==> config.mk <==
export PLATFORM = sky130hd
export DESIGN_NAME = delta_controller_output_storer
export DESIGN_NICKNAME = d
export VERILOG_FILES = /design/src/rtl/delta_controller_output_storer.sv
export SDC_FILE = /design/constraint.sdc
export NUM_CORES = 1
export LEC_CHECK = 0
export ABC_AREA = 1
export CORE_AREA = 2 2 153 155
export DETAILED_ROUTE_END_ITERATION = 8
export DIE_AREA = 0 0 155 157
export HOLD_SLACK_MARGIN = 0.02
export PLACE_DENSITY = 0.82
export SYNTH_ARGS = -nofsm -noshare
export SYNTH_HDL_FRONTEND = slang
export SYNTH_SLANG_ARGS = --single-unit
==> constraint.sdc <==
create_clock -name clock -period 2 [get_ports clock]
set_input_delay 0.3 -clock clock [delete_from_list [all_inputs] [get_ports clock]]
set_output_delay 0.3 -clock clock [all_outputs]
set_load 0.03 [all_outputs]
==> src/rtl/delta_controller_output_storer.sv <==
// Output storer: drains word_count 128-bit words from Output SRAM to DRAM as 32-bit lane writes.
// Optional macro OUTPUT_STORER_RELU_EN clamps negative lanes to zero on the DRAM write path.
module delta_controller_output_storer #(
  parameter int CNT_W       = 16,
  parameter int SRAM_STRIDE = 8
) (
  input  logic              clock,
  input  logic              reset,
  input  logic              start,
  input  logic [CNT_W-1:0]  word_count,
  input  logic [31:0]       output_start_address,
  output logic [31:0]       Output_SRAM_r_addr,
  output logic              Output_SRAM_r_en,
  input  logic [127:0]      Output_SRAM_r_d,
  input  logic              Output_SRAM_d_ready,
  output logic              DRAM_Write,
  output logic [31:0]       DRAM_Address,
  output logic [31:0]       DRAM_WriteData,
  input  logic              DRAM_WriteDone,
  output logic              busy,
  output logic              finished
);

  typedef enum logic [3:0] {
    S_IDLE, S_CHECK, S_SRAM_RD, S_WR0, S_WR1, S_WR2, S_WR3, S_IDX_INC, S_FINISH
  } state_t;

  state_t            r_state;
  state_t            w_next;
  logic [CNT_W-1:0]  r_count;
  logic [CNT_W-1:0]  r_word_idx;
  logic [31:0]       r_sram_addr;
  logic [31:0]       r_dram_addr;
  logic [127:0]      r_data;
  logic [31:0]       w_lane;
  logic              w_wr_state;

  assign w_wr_state = (r_state == S_WR0) || (r_state == S_WR1) ||
                      (r_state == S_WR2) || (r_state == S_WR3);

  // NOTE: sequential state uses non-blocking assignments so every register samples pre-edge values.
  always_ff @(posedge clock) begin
    if (reset) begin
      r_state     <= S_IDLE;
      r_count     <= '0;
      r_word_idx  <= '0;
      r_sram_addr <= '0;
      r_dram_addr <= '0;
      r_data      <= '0;
    end else begin
      r_state <= w_next;
      case (r_state)
        S_IDLE: begin
          if (start) begin
            r_count     <= word_count;
            r_dram_addr <= output_start_address;
            r_word_idx  <= '0;
            r_sram_addr <= '0;
          end
        end
        S_SRAM_RD: begin
          if (Output_SRAM_d_ready) r_data <= Output_SRAM_r_d;
        end
        S_WR0, S_WR1, S_WR2, S_WR3: begin
          if (DRAM_WriteDone) r_dram_addr <= r_dram_addr + 32'd4;
        end
        S_IDX_INC: begin
          r_word_idx  <= r_word_idx + 1'b1;
          r_sram_addr <= r_sram_addr + 32'(SRAM_STRIDE);
        end
        default: ;
      endcase
    end
  end

  always_comb begin
    case (r_state)
      S_WR0:   w_lane = r_data[31:0];
      S_WR1:   w_lane = r_data[63:32];
      S_WR2:   w_lane = r_data[95:64];
      S_WR3:   w_lane = r_data[127:96];
      default: w_lane = '0;
    endcase
  end

  // NOTE: every always_comb output gets a default first so no path can infer a latch.
  always_comb begin
    w_next             = r_state;
    Output_SRAM_r_en   = 1'b0;
    Output_SRAM_r_addr = '0;
    DRAM_Write         = 1'b0;
    DRAM_Address       = '0;
    DRAM_WriteData     = '0;
    finished           = 1'b0;
    busy               = (r_state != S_IDLE);

    if (w_wr_state) begin
      DRAM_Write   = 1'b1;
      DRAM_Address = r_dram_addr;
`ifdef OUTPUT_STORER_RELU_EN
      DRAM_WriteData = w_lane[31] ? 32'd0 : w_lane;
`else
      DRAM_WriteData = w_lane;
`endif
    end

    case (r_state)
      S_IDLE:    if (start) w_next = S_CHECK;
      S_CHECK:   w_next = (r_word_idx == r_count) ? S_FINISH : S_SRAM_RD;
      S_SRAM_RD: begin
        Output_SRAM_r_en   = 1'b1;
        Output_SRAM_r_addr = r_sram_addr;
        if (Output_SRAM_d_ready) w_next = S_WR0;
      end
      S_WR0:     if (DRAM_WriteDone) w_next = S_WR1;
      S_WR1:     if (DRAM_WriteDone) w_next = S_WR2;
      S_WR2:     if (DRAM_WriteDone) w_next = S_WR3;
      S_WR3:     if (DRAM_WriteDone) w_next = S_IDX_INC;
      S_IDX_INC: w_next = S_CHECK;
      S_FINISH: begin
        finished = 1'b1;
        w_next   = S_IDLE;
      end
      default:   w_next = S_IDLE;
    endcase
  end

endmodule

; Word level (Yosys, flattened, before mapping)
; Index checks and enable logic that the tools add are counted.
[op_classes]
add_sub_neg = 3
eq_ne = 16
mux = 22
reduce_logical = 13
[ops]
columns = operator, count
row1 = two-way mux 32 bit, 6
row2 = case mux 32 bit (2 select lines), 2
row3 = case mux 32 bit (4 select lines), 1
row4 = "adder 32 x 3 -> 32 bit, second input constant", 1
row5 = "adder 32 x 4 -> 32 bit, second input constant", 1
row6 = case mux 16 bit (2 select lines), 1
row7 = case mux 4 bit (8 select lines), 1
row8 = two-way mux 4 bit, 7
row9 = "adder 16 x 1 -> 16 bit, second input constant", 1
row10 = == test 16 bit, 1
row11 = "== test 4 x 3 -> 1 bit, second input constant", 4
row12 = two-way mux 16 bit, 1
row13 = "!= test 2 bit, second input constant", 7
row14 = "== test 4 x 2 -> 1 bit, second input constant", 2
row15 = AND reduction 2 bit, 3
row16 = AND reduction 6 bit, 1
row17 = "== test 4 x 1 -> 1 bit, second input constant", 1
row18 = "== test 4 bit, second input constant", 1
row19 = logical NOT 4 bit, 1
row20 = nonzero test 2 bit, 2
row21 = nonzero test 4 bit, 1
row22 = OR reduction 4 bit, 1
row23 = logical OR 1 bit, 3
row24 = two-way mux 1 bit, 3
row25 = AND reduction 3 bit, 1
[word_totals]
regBits = 228
output_inout_bits = 100
word_cells = 60

; Depth between registers and ports, before layout
[logic_depth]
word_depth = 5
ltp_mapped = 12
ltp_nobuf = 11

; Worst setup path after synthesis
; No wires, ideal clock.
[synth_timing]
path_type = flip-flop to flip-flop
start = register r_state[3]
end = register r_dram_addr[6]
setup_ns = 0.116
t_arrival_ns = 1.786
slack_ns = 0.098
path_stages_with_launch = 12
path_buffers = 1
period_less_slack_ns = 1.902
path_cell_list = dfxtp_1 > nor2_1 > nand2_2 > nand2_2 > inv_2 > buf_2 > nor2_1 > nand2_1 > o22ai_1 > inv_1 > nor2_1 > nor2_1
[synth_via]
elab_chain_len = 4
elab_cells_between_ends = 11
[synth_rtl]
columns = item, line_no
row1 = start: declaration, 28  ; state_t r_state;
row2 = start signal: assignment, 51  ; r_state <= w_next;
row3 = == test 4 x 2 -> 1 bit / == test 4 x 3 -> 1 bit (equally long branches), 52  ; case (r_state)
row4 = OR reduction 4 bit, 52
row5 = != test 2 bit (no line) / nonzero test 2 bit (equally long branches), n/a
row6 = AND reduction 3 bit (no line), n/a
row7 = end signal: assignment, 56  ; r_dram_addr <= output_start_address;
row8 = end signal: assignment, 65  ; if (DRAM_WriteDone) r_dram_addr <= r_dram_addr + 32'd4;
row9 = end: declaration, 33  ; logic [31:0] r_dram_addr;
; Several ways; a longest one is shown, not always the timed one.
; A chain may end at the register's enable or synchronous reset.

; Worst setup path in the final report
[layout_timing]
start = register r_state[1]
end = register r_dram_addr[11]
; Same word-level chain as after synthesis.

==> metrics.md <==
| Metric | Value |
|---|---|
| Post-synth EDFFs | `0` |
| Pre-CTS WS | `0.111 ns` |
| Fin crit share | `114%` |
| First-pass detailed-route iteration total | `6` |
| Synth area leader | `dfxtp_1` |
| Async S/R FF share, synth | `0%` |
| # setup viols final | `128` |
| PD cells | `1110 nW/um2` |
| GRT overflow | `0` |
| Largest cells by area after synthesis | `dfxtp_1 40%, nand2_1 11%, a21oi_1 9.2%` |
| Syn Std Cell Area | `11,100 um2` |
| Setup TNS | `-22.13 ns` |
| CTS tree | `yes` |
| YS warnings | `0` |
| CP dominant cell by count | `buf_4` |
| DRT Wirelength | `41.9 mm` |
| Width of the die | `155 um` |
| Hold Path Class | `input pin to flop` |
| Normalized max-slew margin | `57.2%` |
| Max Clock Freq | `437 MHz` |
| GPL Wtd Cong | `0.939` |
| # rows | `55` |
| Worst Hold Depth | `3` |
| Port bufs | `277` |
| Core ar. | `22,500 um2` |
| Setup Skew | `0.0212 ns` |
| RSZ-0062 raised after global routing | `yes` |
| Die Height | `157 um` |
| I/O pin total | `281` |
| DR vias | `13,000` |
| Worst-path clk slew | `0.06 ns` |
| Pin count of the biggest net entering global routing | `92` |
| Violated checks | `setup timing` |
| Syn avg cell area | `6.67 um2` |
| DR vias/cell | `5.76` |
| Worst path cell trace | `nand2_4, inv_2, nand2_8, nand2_4, buf_4, buf_6, buf_4, buf_4, a21oi_4, nand2_8, buf_6, a21oi_1, o21ai_1, nor2_1` |
| Slowest Stage Delay on Critical Path | `0.37 ns` |
| Period minus WS final | `2.29 ns` |
| First-pass GRT wire length | `59.4 mm` |
| Post-detail-place hpwl | `24.1 mm` |
| Synth Instances | `1,668` |
| Final hold violations | `0` |
| FF+latch count, synth | `225` |
| Slowest CP cell | `dfxtp_4` |
| WS Path Type | `flop to flop` |
| Most instantiated cells after synthesis | `321 x nand2_1, 225 x dfxtp_1, 204 x a21oi_1, 204 x inv_1, 175 x nor2_1` |
| Final slew viol count | `0` |
| Total CTS buffers | `26` |
| Max clock buf depth | `3` |
| Register area | `4520 um2` |
| Critical path peak fanout | `8` |
| Arrival time at the worst endpoint | `2.75 ns` |
| Crit end category | `flop` |
| Antenna violations before repair | `3` |
| Worst-Margin Slew | `0.641 ns` |
| Vias in the first global route | `11,700` |
| Crit. path cell count | `14` |
| Antenna viol nets, final | `0` |
| Status | `complete, but fails checks` |
| H-tree levels | `1` |
| Crit path buffers/inverters | `6` |
| VDD IR-drop max | `0.873 mV` |
| Share of layout cells above drive strength 1 | `16.8%` |
| Worst EP required | `2.46 ns` |
| Multi-input gate area | `5970 um2` |
| CP delay by family, top | `buffers and inverters` |
| Leakage | `6.17 nW` |
| Final worst slack | `-0.288 ns` |
| 1st-iter DRT viols | `1,276` |
| Avg WL per Cell | `18.5 um` |
| Dominant synthesized flop cell | `dfxtp_1` |
| Area growth syn-to-layout | `48.5%` |
| Die area | `24,300 um2` |
| Worst-Skew Late Latency | `0.53 ns` |
| Global Route Usage Sum | `29.9%` |
| Setup crit start kind | `flop` |
| Most frequent cell after synthesis | `nand2_1` |
| Path depth of the worst reg2reg path | `14` |
| DRC viols | `0` |
| CTS Root Cell | `clkbuf_16` |
| Number of max-cap violations | `0` |
| Clock sinks | `225` |
| Share of the synthesized area in the top cell type | `40.5%` |
| Synth unique cells | `40` |
| Layout Nets | `2,142` |
| # fillers | `1,675` |
| Sequential fraction of the synthesis area | `40.5%` |
| Starting Density | `49.5%` |
layout make-up:
type | instances | area share [%]
timing repair buffer | 355 | 24.0
tap | 285 | 2.16
sequential | 225 | 27.3
clock buffer | 41 | 4.83
antenna | 1 | 0.0151
multi-input combinational | 1134 | 36.1
inverter | 211 | 4.98
clock inverter | 4 | 0.167
timing repair inverter | 5 | 0.371
registers in the layout (all words and copies together) (netlist names):
signal,count
r_dram_addr,32
r_data,128
r_word_idx,16
r_state,4
r_count,16
r_sram_addr,29
cell families after synthesis:
family                   after synthesis  share of synthesized area [%]
AO/OA/AOI/OAI                        440                           22.1
XOR/XNOR                               2                          0.157
adder cells (fa/ha/maj)                3                          0.337
buffers and inverters                312                           11.2
flip-flops                           225                           40.5
other                                  1                         0.0337
AND/OR/NAND/NOR                      685                           25.7
tightest hold or removal path, stage by stage:
cell,delay (ns)
buf_2,0.21
nand3_1,0.13
a21oi_1,0.06
worst paths after layout:
check	slack, ns	startpoint	to
min	0.24	Output_SRAM_d_ready	r_data[65]$_SDFFE_PP0P_
min reg2reg	0.46	r_data[58]$_SDFFE_PP0P_	r_data[58]$_SDFFE_PP0P_
max reg2reg	-0.29	r_state[1]$_SDFFE_PP0P_	r_dram_addr[11]$_SDFFE_PP0P_
max	-0.29	r_state[1]$_SDFFE_PP0P_	r_dram_addr[11]$_SDFFE_PP0P_
layer usage:
| metal | track usage (%) | share of wire, % | up-vias |
|---|---|---|---|
| met1 | 36.7 | 38 | 6000 |
| met2 | 52.0 | 48 | 767 |
| met3 | 6.55 | 9.9 | 160 |
| met5 | 0 | 0.031 | - |
| met4 | 10.0 | 4.1 | 2 |
| li1 | - | - | 6092 |
cell usage in the layout, fill, tap and decap left out, types with 6 or more instances in the layout:
cell	Yosys	layout
a21oi_1	204	196
a21oi_2	0	8
a221o_1	32	32
buf_12	0	20
buf_16	0	6
buf_4	4	77
buf_6	3	55
clkbuf_1	58	7
clkbuf_16	0	35
clkbuf_8	0	7
clkdlybuf4s50_1	0	178
dfxtp_1	225	221
inv_1	204	196
inv_2	5	8
nand2_1	321	313
nand2_4	1	6
nand3_1	128	126
nand4_1	14	14
nor2_1	175	137
nor2_2	3	8
nor2_4	0	33
nor3_1	31	31
o21ai_0	116	106
o21ai_1	36	44
o22ai_1	35	13
o22ai_2	0	20
report_power, final:
| part | total (mW) | leakage (nW) | switching, mW | internal (mW) |
|---|---|---|---|---|
| clock | 4.61 | 0.408 | 1.89 | 2.72 |
| combinational | 7.80 | 3.93 | 4.65 | 3.15 |
| sequential | 5.89 | 1.83 | 0.574 | 5.32 |
through the flow:
stage | util (%) | cell area (um2) | hold slack, ns | power, mW | std cells
floorplan | - | 11100 | 0.430 | 9.28 | 1670
global placement | 62.1 | 14000 | 0.437 | 9.54 | 2161
detailed placement | 62.1 | 14000 | 0.443 | 9.64 | 2161
CTS | 70.1 | 15800 | 0.184 | 16.6 | 2229
global route | 73.4 | 16500 | 0.240 | 19.1 | 2260
finish | 73.4 | 16500 | 0.244 | 18.3 | 2261
what timing repair did:
| item | 4_1_cts | 5_1_grt |
|---|---|---|
| setup buffers | 13 | 16 |
| cloned | 10 | 15 |
| setup endpoints to repair | 97 | 180 |
| gates resized for setup | 158 | 99 |
| hold buffers | 0 | 0 |
| pin swaps | 6 | 14 |
Note: power is estimated with default switching activity, not from simulation.
